**src/rtl/mips16_pkg.sv**
```systemverilog
// Shared definitions for the 16-bit multicycle MIPS core:
// opcodes, datapath mux codes and the control FSM state type.
package mips16_pkg;

    localparam logic [3:0] OP_RTYPE = 4'h0;
    localparam logic [3:0] OP_ADDI  = 4'h1;
    localparam logic [3:0] OP_LW    = 4'h2;
    localparam logic [3:0] OP_SW    = 4'h3;
    localparam logic [3:0] OP_BEQ   = 4'h4;
    localparam logic [3:0] OP_J     = 4'h5;
    localparam logic [3:0] OP_HALT  = 4'hF;

    localparam logic [1:0] PCSRC_ALU  = 2'b00;
    localparam logic [1:0] PCSRC_DEST = 2'b01;
    localparam logic [1:0] PCSRC_JUMP = 2'b10;

    localparam logic [1:0] SRCB_REG  = 2'b00;
    localparam logic [1:0] SRCB_ONE  = 2'b01;
    localparam logic [1:0] SRCB_SEXT = 2'b10;
    localparam logic [1:0] SRCB_IMM  = 2'b11;

    localparam logic [1:0] ALUOP_ADD   = 2'b00;
    localparam logic [1:0] ALUOP_SUB   = 2'b01;
    localparam logic [1:0] ALUOP_FUNCT = 2'b10;

    typedef enum logic [3:0] {
        S_IDLE     = 4'd0,
        S_FETCH    = 4'd1,
        S_DECODE   = 4'd2,
        S_EXEC_R   = 4'd3,
        S_EXEC_I   = 4'd4,
        S_WB_ALU   = 4'd5,
        S_MEM_ADDR = 4'd6,
        S_MEM_RD   = 4'd7,
        S_MEM_WR   = 4'd8,
        S_WB_MEM   = 4'd9,
        S_BRANCH   = 4'd10,
        S_JUMP     = 4'd11,
        S_HALT     = 4'd12
    } state_t;

endpackage

```
**src/rtl/multicycle_control.sv**
```systemverilog
// Main control FSM of the 16-bit multicycle MIPS core: sequences
// fetch/decode/execute/memory/writeback and drives every datapath mux and strobe.
module multicycle_control
    import mips16_pkg::*;
#(
    parameter int OPCODE_W   = 4,
    parameter bit HALT_ILLEG = 1'b1
) (
    input  logic                clock,
    input  logic                reset,
    input  logic [OPCODE_W-1:0] opcode,
    input  logic                alu_zero,
    input  logic                mem_ready,
    output logic [1:0]          orig_pc,
    output logic                pc_en,
    output logic                i_or_d,
    output logic                mem_read,
    output logic                mem_write,
    output logic                ir_write,
    output logic                reg_write,
    output logic                reg_dst,
    output logic                mem_to_reg,
    output logic                alu_src_a,
    output logic [1:0]          alu_src_b,
    output logic [1:0]          alu_op,
    output logic                halted,
    output state_t              debug_state
);

    state_t state;
    logic   dst_rd;

    assign debug_state = state;

    // Memory handshake: mem_read/mem_write act as a held request; the access
    // completes in the cycle where mem_ready=1 and the FSM advances on that edge.
    always_ff @(posedge clock) begin
        if (reset) begin
            state  <= S_IDLE;
            dst_rd <= 1'b0;
        end else begin
            case (state)
                S_IDLE:   state <= S_FETCH;
                S_FETCH:  if (mem_ready) state <= S_DECODE;
                S_DECODE: begin
                    case (opcode)
                        OPCODE_W'(OP_RTYPE): state <= S_EXEC_R;
                        OPCODE_W'(OP_ADDI):  state <= S_EXEC_I;
                        OPCODE_W'(OP_LW),
                        OPCODE_W'(OP_SW):    state <= S_MEM_ADDR;
                        OPCODE_W'(OP_BEQ):   state <= S_BRANCH;
                        OPCODE_W'(OP_J):     state <= S_JUMP;
                        OPCODE_W'(OP_HALT):  state <= S_HALT;
                        default:             state <= HALT_ILLEG ? S_HALT : S_FETCH;
                    endcase
                end
                S_EXEC_R: begin
                    dst_rd <= 1'b1;
                    state  <= S_WB_ALU;
                end
                S_EXEC_I: begin
                    dst_rd <= 1'b0;
                    state  <= S_WB_ALU;
                end
                S_WB_ALU:   state <= S_FETCH;
                S_MEM_ADDR: state <= (opcode == OPCODE_W'(OP_LW)) ? S_MEM_RD : S_MEM_WR;
                S_MEM_RD:   if (mem_ready) state <= S_WB_MEM;
                S_MEM_WR:   if (mem_ready) state <= S_FETCH;
                S_WB_MEM:   state <= S_FETCH;
                S_BRANCH:   state <= S_FETCH;
                S_JUMP:     state <= S_FETCH;
                S_HALT:     state <= S_HALT;
                default:    state <= S_IDLE;
            endcase
        end
    end

    // Outputs are held low while reset is asserted so an aborted instruction
    // can never commit a write or PC update in the reset cycle.
    always_comb begin
        orig_pc    = PCSRC_ALU;
        pc_en      = 1'b0;
        i_or_d     = 1'b0;
        mem_read   = 1'b0;
        mem_write  = 1'b0;
        ir_write   = 1'b0;
        reg_write  = 1'b0;
        reg_dst    = 1'b0;
        mem_to_reg = 1'b0;
        alu_src_a  = 1'b0;
        alu_src_b  = SRCB_REG;
        alu_op     = ALUOP_ADD;
        halted     = 1'b0;
        if (!reset) begin
            case (state)
                S_FETCH: begin
                    mem_read  = 1'b1;
                    alu_src_b = SRCB_ONE;
                    if (mem_ready) begin
                        ir_write = 1'b1;
                        pc_en    = 1'b1;
                    end
                end
                S_DECODE: alu_src_b = SRCB_IMM;
                S_EXEC_R: begin
                    alu_src_a = 1'b1;
                    alu_op    = ALUOP_FUNCT;
                end
                S_EXEC_I, S_MEM_ADDR: begin
                    alu_src_a = 1'b1;
                    alu_src_b = SRCB_SEXT;
                end
                S_WB_ALU: begin
                    reg_write = 1'b1;
                    reg_dst   = dst_rd;
                end
                S_MEM_RD: begin
                    mem_read = 1'b1;
                    i_or_d   = 1'b1;
                end
                S_MEM_WR: begin
                    mem_write = 1'b1;
                    i_or_d    = 1'b1;
                end
                S_WB_MEM: begin
                    reg_write  = 1'b1;
                    mem_to_reg = 1'b1;
                end
                S_BRANCH: begin
                    alu_src_a = 1'b1;
                    alu_op    = ALUOP_SUB;
                    orig_pc   = PCSRC_DEST;
                    pc_en     = alu_zero;
                end
                S_JUMP: begin
                    orig_pc = PCSRC_JUMP;
                    pc_en   = 1'b1;
                end
                S_HALT:  halted = 1'b1;
                default: ;
            endcase
        end
    end

endmodule
```
**config.mk**
```make
export PLATFORM = sky130hd
export DESIGN_NAME = multicycle_control
export DESIGN_NICKNAME = d
export VERILOG_FILES = /design/src/rtl/mips16_pkg.sv /design/src/rtl/multicycle_control.sv
export SDC_FILE = /design/constraint.sdc
export NUM_CORES = 1
export LEC_CHECK = 0
export CAP_MARGIN = 30
export CORE_UTILIZATION = 43
export CTS_CLUSTER_SIZE = 16
export DETAILED_ROUTE_END_ITERATION = 10
export PLACE_DENSITY = 0.86
export REMOVE_ABC_BUFFERS = 1
export SYNTH_ARGS = -nofsm -noshare
export SYNTH_HDL_FRONTEND = slang
export SYNTH_SLANG_ARGS = --single-unit
```
**constraint.sdc**
```tcl
create_clock -name clock -period 2.1 [get_ports clock]
set_input_delay 0.42 -clock clock [delete_from_list [all_inputs] [get_ports clock]]
set_output_delay 0.42 -clock clock [all_outputs]
set_load 0.02 [all_outputs]
```
== After elaboration in Yosys (flattened, before gate mapping) ==
Cells that the tools add are included.

* Flip-flop bits (word level): 5
* Bits in latches: 0
* RAM bits: 0
* ROM bits: 0
* Input port bits: 8
* Output and inout port bits: 20
* Logic and storage cells: 68
* Memories kept: 0

* $add $sub $neg: 0
* Multiply operators: 0
* Divide/modulo/power cells: 0
* Order comparisons: 0
* Equal/unequal tests: 20
* Shift-type cells: 0
* Multiplexer cells: 34
* Bitwise logic cells: 0
* Reduce and logical (&&, ||, !) cells: 12

{| class="wikitable"
|+ Operators by type and width
! kind !! number
|-
| 4-bit one-hot mux with 8 select lines || 1
|-
| 4-bit by 3-bit == test with 1-bit output, second input constant || 6
|-
| 4-bit == test, second input constant || 5
|-
| 1-bit two-way mux || 20
|-
| 4-bit one-hot mux with 5 select lines || 1
|-
| 4-bit by 2-bit == test with 1-bit output, second input constant || 4
|-
| 4-bit two-way mux || 4
|-
| 2-bit OR reduction || 6
|-
| 4-bit by 1-bit == test with 1-bit output, second input constant || 2
|-
| 4-bit logical NOT || 2
|-
| 2-bit one-hot mux with 2 select lines || 2
|-
| 2-bit two-way mux || 3
|-
| 2-bit inequality test, second input constant || 3
|-
| 2-bit one-hot mux with 3 select lines || 1
|-
| 5-bit OR reduction || 1
|-
| 4-bit OR reduction || 1
|-
| 1-bit one-hot mux with 3 select lines || 1
|-
| 3-bit AND reduction || 1
|-
| 1-bit one-hot mux with 2 select lines || 1
|-
| 2-bit nonzero test || 1
|}

== Longest topological paths before layout ==
Gate-level depths: netlist (run 1).

* Depth in word-level cells: 4
* Mapped depth: 5
* Depth with buffers taken out: 4

== Worst setup path before layout (run 1) ==
OpenSTA, ideal clock, no wires.

* Path kind: register -> output
* From: register state[2] (netlist: debug_state[2])
* To: output port reg_write
* Arrival time: 1581 ps
* Required time: 1680 ps
* Setup slack: 99 ps
* Stages on the path, launching flop included: 5
* Buffers on the path: 2
* Cell sequence: dfxtp_1 -> buf_4 -> buf_4 -> xnor2_1 -> nor4b_1

* Cells in the longest elaborated chain, start to end: 4
* Elaborated cells between the ends (all ways): 5
* Those cells by class: eq/ne (2); mux (2); reduce/logical (1)

{| class="wikitable"
|+ RTL lines
! element !! RTL line !! RTL
|-
| from (decl) || multicycle_control.sv:30 || <nowiki>state_t state;</nowiki>
|-
| from (signal assigned) || multicycle_control.sv:54 || <nowiki>default: state <= HALT_ILLEG ? S_HALT : S_FETCH;</nowiki>
|-
| from (signal assigned) || multicycle_control.sv:66 || <nowiki>S_MEM_ADDR: state <= (opcode == OPCODE_W'(OP_LW)) ? S_MEM_RD : S_MEM_WR;</nowiki>
|-
| 4-bit == test / 4-bit by 3-bit == test with 1-bit output (equally long branches) || multicycle_control.sv:95 || <nowiki>case (state)</nowiki>
|-
| 2-bit OR reduction (no line) * || - ||
|-
| 1-bit two-way mux * || multicycle_control.sv:95 ||
|-
| 1-bit two-way mux * || multicycle_control.sv:94 || <nowiki>if (!reset) begin</nowiki>
|-
| to (decl) || multicycle_control.sv:20 || <nowiki>output logic reg_write,</nowiki>
|}

Every way passes the cells marked *; elsewhere a longest branch is shown, timed or not.

== Worst setup path after layout (run 1) ==
* From: input port reset
* To: output port alu_src_a

* Cells in the longest elaborated chain, start to end: 1

{| class="wikitable"
|+ RTL lines
! element !! RTL line !! RTL
|-
| from (decl) || multicycle_control.sv:10 || <nowiki>input logic reset,</nowiki>
|-
| 1-bit two-way mux || multicycle_control.sv:94 ||
|-
| to (decl) || multicycle_control.sv:23 || <nowiki>output logic alu_src_a,</nowiki>
|}

No other way between the ends.

==> metrics.cfg, run 1 <==
[clock_tree]
cts_resized = 24
clock_sinks = 5
cts_tree = done
clock_latency_ns = 0.24
numCtsBuffers = 3
holdBufCountCts = 0
postCtsSetupBuffers = 0
clockBufferDepth = 2
htree_num_levels = 1
root_buffer = clkbuf_4
path_clk_slew_ns = 0.04

[synthesis]
synth_top_area_share_pct = 16.1
synth_edf_count = 0
ys_seq_area_share_pct = 16.1
synth_area_um2 = 623
async_reset_ff_share_pct = 0
syn_inst = 87
synth-main-ff-cell = dfxtp_1
yosysTopAreaCell = dfxtp_1
synth.most_common_cell = nor2_1
synth_area_leaders = dfxtp_1 (16%), nor2_1 (7.8%), nand2_1 (5.4%)
synth_cell_types = 36
ys_top_cells_by_count = nor2_1 (13), nand2_1 (9), a21oi_1 (5), dfxtp_1 (5), nand2b_1 (5)
avgSynthCellArea_um2 = 7.16
ys_seq_elements = 5
ys_warn_count = 0

[routing]
wl_met3_um = 94
drt-pass1-iter-count = 4
met2_length_um = 962
drtIter0Drc = 30
drc = 0
wire_per_inst_um = 13.8
routed_wl_mm = 1.96
met1_length_um = 881
vias = 806
ant_nets = 0
highest_layer = met4
drt-vias-per-instance = 5.68

[floorplan]
start_util_pct = 47.3
row_count = 13
io_pins = 28
core-area_um2 = 1320
die_w_um = 40.1
die_h_um = 40.1
die_area_um2 = 1610

[hold_path]
hold_class = flip-flop to flip-flop

[global_routing]
grt.total_usage_pct = 26.1
grt_max_degree = 15
gr-total-overflow = 0
grt_pass1_vias = 658
antenna_found_initial = 0
grt_pass1_wl_mm = 2.82

[finish]
area_growth_pct = 61.0
seqCellArea_um2 = 103
multi_input_area_um2 = 468
final_cells = 142
drive_gt1_share_pct = 26.0
nets = 136
final_core_util_pct = 76.2
fillers = 108
diodes = 0

[worst_setup_path]
cp_max_fo = 14
worstPathArrival_ns = 1.61
cp_slowest_cell = clkdlybuf4s50_1
criticalPathCategory = input pin to output port
critPathMaxStageDelay_ns = 0.40
crit_top_cell = buf_4
crit_chain = clkdlybuf4s50_1, buf_4, buf_4, a21oi_1, dlygate4sd2_1
cp.required_ns = 1.68
worstSetupStartpointType = input pin
worstSetupEndpointType = output port

[sta]
rsz0062_at_grt = no
slew_headroom_pct = 81.9
final.min_clock_period_ns = 2.03
clock_skew_ns = 0.00300
slew_violations = 0
setup_viol = 0
final-hold-violation-count = 0
period_share_pct = 96.6
max_freq_ghz = 0.493
worst_pin_slew_ns = 0.268

[place]
gp_congestion = 0.874
dp.cells = 138
dp_hpwl_mm = 1.42
port_buffers = 27

[status]
status = finished clean

[run]
maxCapViolCount = 0

[power]
peakVddDrop_mv = 0.267
leakage_uw = 0.000437
power_density_nw_per_um2 = 400

[final timing paths]
kind                   from              to  slack [ns]  cells after the start
max reg2reg  debug_state[2]  debug_state[2]        0.68                      5
min reg2reg          dst_rd          dst_rd        0.50                      2
max                   reset       alu_src_a        0.07                      5
min                  dst_rd          dst_rd        0.50                      2
[cells in the final DEF, fill, tap and decap left out, types with 2 or more instances in the layout]
cell type        instances
buf_4                   17
nor2_1                  13
clkdlybuf4s50_1         11
nand2_1                  9
dlygate4sd2_1            9
nand2b_1                 5
a21oi_1                  5
clkbuf_2                 4
nor4_1                   3
nor3_1                   3
o21bai_1                 3
clkbuf_4                 3
dfxtp_1                  3
xnor2_1                  2
a21o_1                   2
and3_1                   2
o211ai_1                 2
o21ai_0                  2
o32a_1                   2
dfxtp_2                  2
clkdlybuf4s15_1          2
[power breakdown]
| group | internal (uW) | switching, uW |
|---|---|---|
| registers | 102 | 12.5 |
| clock network | 71.7 | 37.8 |
| logic | 88.7 | 88.5 |
[flip-flops by register name, summed over array words and instances, names as in the netlist]
signal	flops
debug_state	4
dst_rd	1
[logic make-up (layout without fill, tap and decap cells)]
kind of cell / count (synthesis) / after routing / share of synthesized area, %
compound gates: 24 / 24 / 29.3
xor+xnor: 3 / 3 / 4.22
mux: 1 / 1 / 1.81
buf+inv: 9 / 49 / 10.2
simple gates: 45 / 45 / 38.4
flops: 5 / 5 / 16.1
[per-layer routing]
layer | track usage (%) | up-vias
met3 | 5.00 | 4
met5 | 0 | -
met1 | 33.6 | 369
met2 | 44.8 | 37
li1 | - | 396
met4 | 5.17 | 0
[worst max-delay path: cells and delay by family]
family                 cells  cell delay (ns)
buffers and inverters      4             1.08
AO/OA/AOI/OAI              1             0.11
[through the flow]
stage	power, uW	instance area [um^2]	setup TNS [ns]	worst slack (ns)	hold slack [ns]
finish	402	1000	0	0.0718	0.495
floorplan	196	559	-0.00960	-0.00960	0.436
detailed placement	294	996	-3.26	-0.354	0.475
CTS	401	1010	0	0.000232	0.501
global route	428	1000	0	0.00322	0.533
global placement	290	996	-2.91	-0.279	0.447
[layout make-up]
cell class	count	share of cell area, %
Multi-Input combinational cell	73	46.6
Tap cell	15	1.87
Clock buffer	4	2.62
Sequential cell	5	10.2
Timing Repair Buffer	45	38.7
Power figures use the tool's default switching activity.
==> run 2: changes to the inputs <==
SKIP_LAST_GASP = 1   (was default)
==> run 2 against run 1 <==
Maximum frequency rose by 0.14%. Global-route usage did not move. Register-to-register slack improved by 0.02 ns. Via count fell by 2.4%. Die area did not move. Worst setup slack improved by 0.0029 ns. Final cell count did not move. Critical path type unchanged. Critical endpoint unchanged.
==> metrics.cfg, run 2 (synthesized netlist as in run 1, its figures left out) <==
[clock_tree]
root_buffer = clkbuf_4
holdBufCountCts = 0
path_clk_slew_ns = 0.04
cts_tree = done
clockBufferDepth = 2
numCtsBuffers = 3
htree_num_levels = 1
postCtsSetupBuffers = 0
clock_sinks = 5
clock_latency_ns = 0.24

[routing]
ant_nets = 0
vias = 787
drt-vias-per-instance = 5.54
drc = 0
drtIter0Drc = 20
drt-pass1-iter-count = 4
routed_wl_mm = 1.90
wire_per_inst_um = 13.3

[global_routing]
grt_pass1_wl_mm = 2.82
antenna_found_initial = 0
grtUsageMet3_pct = 5.00
grt_util_met1_pct = 33.6
grt_pass1_vias = 658
grt.total_usage_pct = 26.1
grt_max_degree = 15
gr-total-overflow = 0
top_usage_layer = met2
use_met2_pct = 44.8

[worst_setup_path]
worstSetupEndpointType = output port
cp_max_fo = 14
criticalPathCategory = input pin to output port
regToRegStartpoint = debug_state[2]
cp.required_ns = 1.68
ff2ff_setup_slack_ns = 0.70
cp_slowest_cell = clkdlybuf4s50_1
worstPathArrival_ns = 1.61
crit_top_cell = buf_4
crit_start = reset
worstSetupStartpointType = input pin
critPathMaxStageDelay_ns = 0.40
crit_chain = clkdlybuf4s50_1, buf_4, buf_4, a21oi_1, dlygate4sd2_1

[sta]
slew_headroom_pct = 79.3
max_freq_ghz = 0.494
final.min_clock_period_ns = 2.03
period_share_pct = 96.4
setup_viol = 0
rsz0062_at_grt = no
hold_ws_ns = 0.496
final-hold-violation-count = 0
slew_violations = 0
layout_setup_ws_ns = 0.0747
worst_pin_slew_ns = 0.306
clock_skew_ns = 0.00317

[finish]
final_cells = 142
diodes = 0
area_growth_pct = 59.0
final_core_util_pct = 75.2
drive_gt1_share_pct = 25.2
nets = 136
layout.cells.most_common_list = buf_4 (17), nor2_1 (13), clkdlybuf4s50_1 (11)
largest_reg_flops = 4
fillers = 111
mostFrequentLayoutCell = buf_4

[floorplan]
die_w_um = 40.1
io_pins = 28
start_util_pct = 47.3
row_count = 13
die_area_um2 = 1610
core-area_um2 = 1320
die_h_um = 40.1

[status]
status = finished clean

[place]
port_buffers = 27
gp_congestion = 0.874
dp_hpwl_mm = 1.42
dp.cells = 138
dp_slack_ns = -0.354

[power]
power_density_nw_per_um2 = 402
leakage_uw = 0.000437
peakVddDrop_mv = 0.265

[hold_path]
hold_class = flip-flop to flip-flop
hp-start = dst_rd

[run]
maxCapViolCount = 0

[run 2: cell count changes in the layout (fill, tap and decap cells not counted), sizes merged]
cell	before	now
clkdlybuf4s15	3	2
clkbuf	8	9
[run 2: final cells by class]
type / count / area, um^2 / area share (%)
sequential: 5 / 103 / 10.4
timing repair buffer: 45 / 382 / 38.5
multi-input combinational: 73 / 462 / 46.6
clock buffer: 4 / 26.3 / 2.65
tap: 15 / 18.8 / 1.89
[run 2: final timing paths]
check / endpoint / cells after the start
worst max-delay path: alu_src_a / 5
worst min-delay path: dst_rd / 2
worst max register to register: debug_state[2] / 5
worst min register to register: dst_rd / 2
[run 2: where the power goes]
part           internal [uW]  switching [uW]  total (uW)
registers                102            12.1         114
clock network           71.7            37.6         109
logic                   88.0            86.8         175
[run 2: layer usage]
layer  part of all wire, %  vias to the layer above
met5                     0                        -
met4                  0.42                        0
met3                   5.6                        2
met2                    49                       33
met1                    45                      357
li1                      -                      395
[run 2: metrics by stage]
stage	setup TNS [ns]	instance area [um^2]	total power, uW
floorplan	-0.00960	559	196
global placement	-2.91	996	290
detailed placement	-3.26	996	294
CTS	-0.0450	1010	401
global route	0	991	427
finish	0	991	398
[run 2: what timing repair did]
item,4_1_cts,5_1_grt
setup endpoints to repair,16,8
pin swaps,0,0
gates resized for setup,21,13
[run 2: critical path: cells and delay by family]
family / cells / cell delay (ns)
AOI/OAI and AO/OA: 1 / 0.11
buffers and inverters: 4 / 1.08
==> run 3: changes to the inputs <==
CTS_CLUSTER_SIZE = 14   (was 16)
GPL_TIMING_DRIVEN = 0   (was default)
==> run 3 against run 2 <==
First-iteration DRC count shrank 45%. Sequential cell count is the same. Maximum frequency grew 0.37%. Global-route usage shrank 4.1 points. Die area is the same. Worst hold slack lost 0.031 ns. Critical path depth shrank 1. Final area shrank 10%. Routed wire length shrank 17%. Count of clock-buffer cells in the layout is the same. Clock power is essentially flat. Power shrank 8.6%. Critical path type is now flip-flop to output port. Critical endpoint is now mem_write. Largest cell class unchanged.
==> metrics.cfg, run 3 (synthesized netlist as in run 1, its figures left out) <==
[sta]
final.min_clock_period_ns = 2.02
slew_headroom_pct = 77.6
worst_pin_slew_ns = 0.336
period_share_pct = 96.1
clock_skew_ns = 0.00380
max_freq_ghz = 0.496
rsz0062_at_grt = no
slew_violations = 0
final-hold-violation-count = 0
setup_viol = 0

[global_routing]
antenna_found_initial = 0
grt.total_usage_pct = 22.1
grt_max_degree = 22
gr-total-overflow = 0
grt_pass1_vias = 590
grt_pass1_wl_mm = 2.49

[power]
clockPowerShare_pct = 30.6
p_comb_share_pct = 34.8
peakVddDrop_mv = 0.263
switching_share_pct = 35.3
leakage_uw = 0.000427
power.internal_uw = 235
power_density_nw_per_um2 = 410
p_seq_share_pct = 34.7
p_sw_uw = 129
finalPower_uw = 364

[routing]
routed_wl_mm = 1.58
drt-vias-per-instance = 5.80
drtIter0Drc = 11
drc = 0
vias = 719
wire_per_inst_um = 12.8
drt-pass1-iter-count = 4
ant_nets = 0

[finish]
mostFrequentLayoutCell = nor2_1
area_growth_pct = 42.4
nets = 118
layout.cells.most_common_list = nor2_1 (13), clkdlybuf4s50_1 (10), nand2_1 (9), dlygate4sd2_1 (9)
fillers = 120
final_cell_area_um2 = 887
diodes = 0
largest_reg_flops = 4
drive_gt1_share_pct = 13.8

[worst_setup_path]
worstPathArrival_ns = 1.60
worstSetupEndpointType = output port
cp_slowest_cell = dfxtp_4
cpLargestDelayFamily = simple AND/OR/NAND/NOR gates
cp.required_ns = 1.68
cp_max_fo = 17
crit_chain = nand2b_2, or2b_1, nor2_1, dlygate4sd2_1
crit_buf_inv = 1
criticalPathCategory = flip-flop to output port
worstSetupStartpointType = flip-flop
critPathMaxStageDelay_ns = 0.40

[clock_tree]
path_clk_slew_ns = 0.05
clock_latency_ns = 0.24
holdBufCountCts = 0
root_buffer = clkbuf_4
clockBufferDepth = 2
numCtsBuffers = 3
htree_num_levels = 1
cts_tree = done
clock_sinks = 5

[place]
placed_area_um2 = 848
port_buffers = 27
dp_hpwl_mm = 1.12
gp_congestion = 0.806

[status]
status = finished clean

[run]
maxCapViolCount = 0

[floorplan]
die_area_um2 = 1610
die_h_um = 40.1
io_pins = 28
start_util_pct = 47.3
core-area_um2 = 1320
die_w_um = 40.1
row_count = 13

[hold_path]
hold_class = flip-flop to flip-flop

run 3: cell types whose count changed in the layout (fill, tap and decap cells not counted), moves of 2 or more:
cell	change
clkbuf_2	-4
dfxtp_1	-2
clkdlybuf4s15_1	-2
dlymetal6s2s_1	+5
dfxtp_2	-2
dfxtp_4	+4
buf_4	-17
run 3: area by class of cell:
type | instances | area, um^2 | share of cell area (%)
multi-input combinational | 73 | 464 | 52.3
timing repair buffer | 27 | 263 | 29.6
sequential | 5 | 115 | 13.0
clock buffer | 4 | 26.3 | 2.96
tap | 15 | 18.8 | 2.12
run 3: metrics by stage:
step / setup TNS, ns / util [%] / instances / hold slack [ns] / setup slack, ns
final: 0 / 67.3 / 124 / 0.465 / 0.0822
after global routing: 0 / 67.3 / 124 / 0.492 / 0.00181
after CTS: 0 / 66.7 / 124 / 0.471 / 0.0402
after global placement: -7.44 / 64.4 / 120 / 0.450 / -0.554
after detailed placement: -7.95 / 64.4 / 120 / 0.467 / -0.586
after floorplan: -0.00960 / - / 78 / 0.436 / -0.00960
run 3: what timing repair did:
| item | in CTS | in global routing |
|---|---|---|
| gates resized for setup | 29 | 7 |
| setup buffers | 0 | 0 |
| setup endpoints to repair | 18 | 6 |
run 3: worst paths after layout:
check	start	endpoint	slack [ns]	depth (start not counted)
min reg2reg	dst_rd	dst_rd	0.47	2
max	debug_state[0]	mem_write	0.08	4
max reg2reg	debug_state[0]	debug_state[3]	0.88	3
min	dst_rd	dst_rd	0.47	2
run 3: tightest hold or removal path: stages, from the launching register on:
cell and delay, ns:
dfxtp_1 0.31, nand2_1 0.05, a21oi_1 0.05
run 3: routing by layer:
layer	share of wire [%]	global-route usage, %	vias to the layer above	routed length (um)
li1	-	-	360	-
met4	0	5.17	0	0
met1	46	28.5	339	724
met5	0	0	-	0
met3	3.5	1.67	0	56
met2	51	39.1	20	801
run 3: power groups by stage:
stage | registers [uW] | logic, uW | clock network (uW)
global route | 129 | 138 | 120
floorplan | 128 | 67.9 | 0
detailed placement | 128 | 132 | 0
finish | 126 | 127 | 111
CTS | 126 | 127 | 115
global placement | 128 | 129 | 0
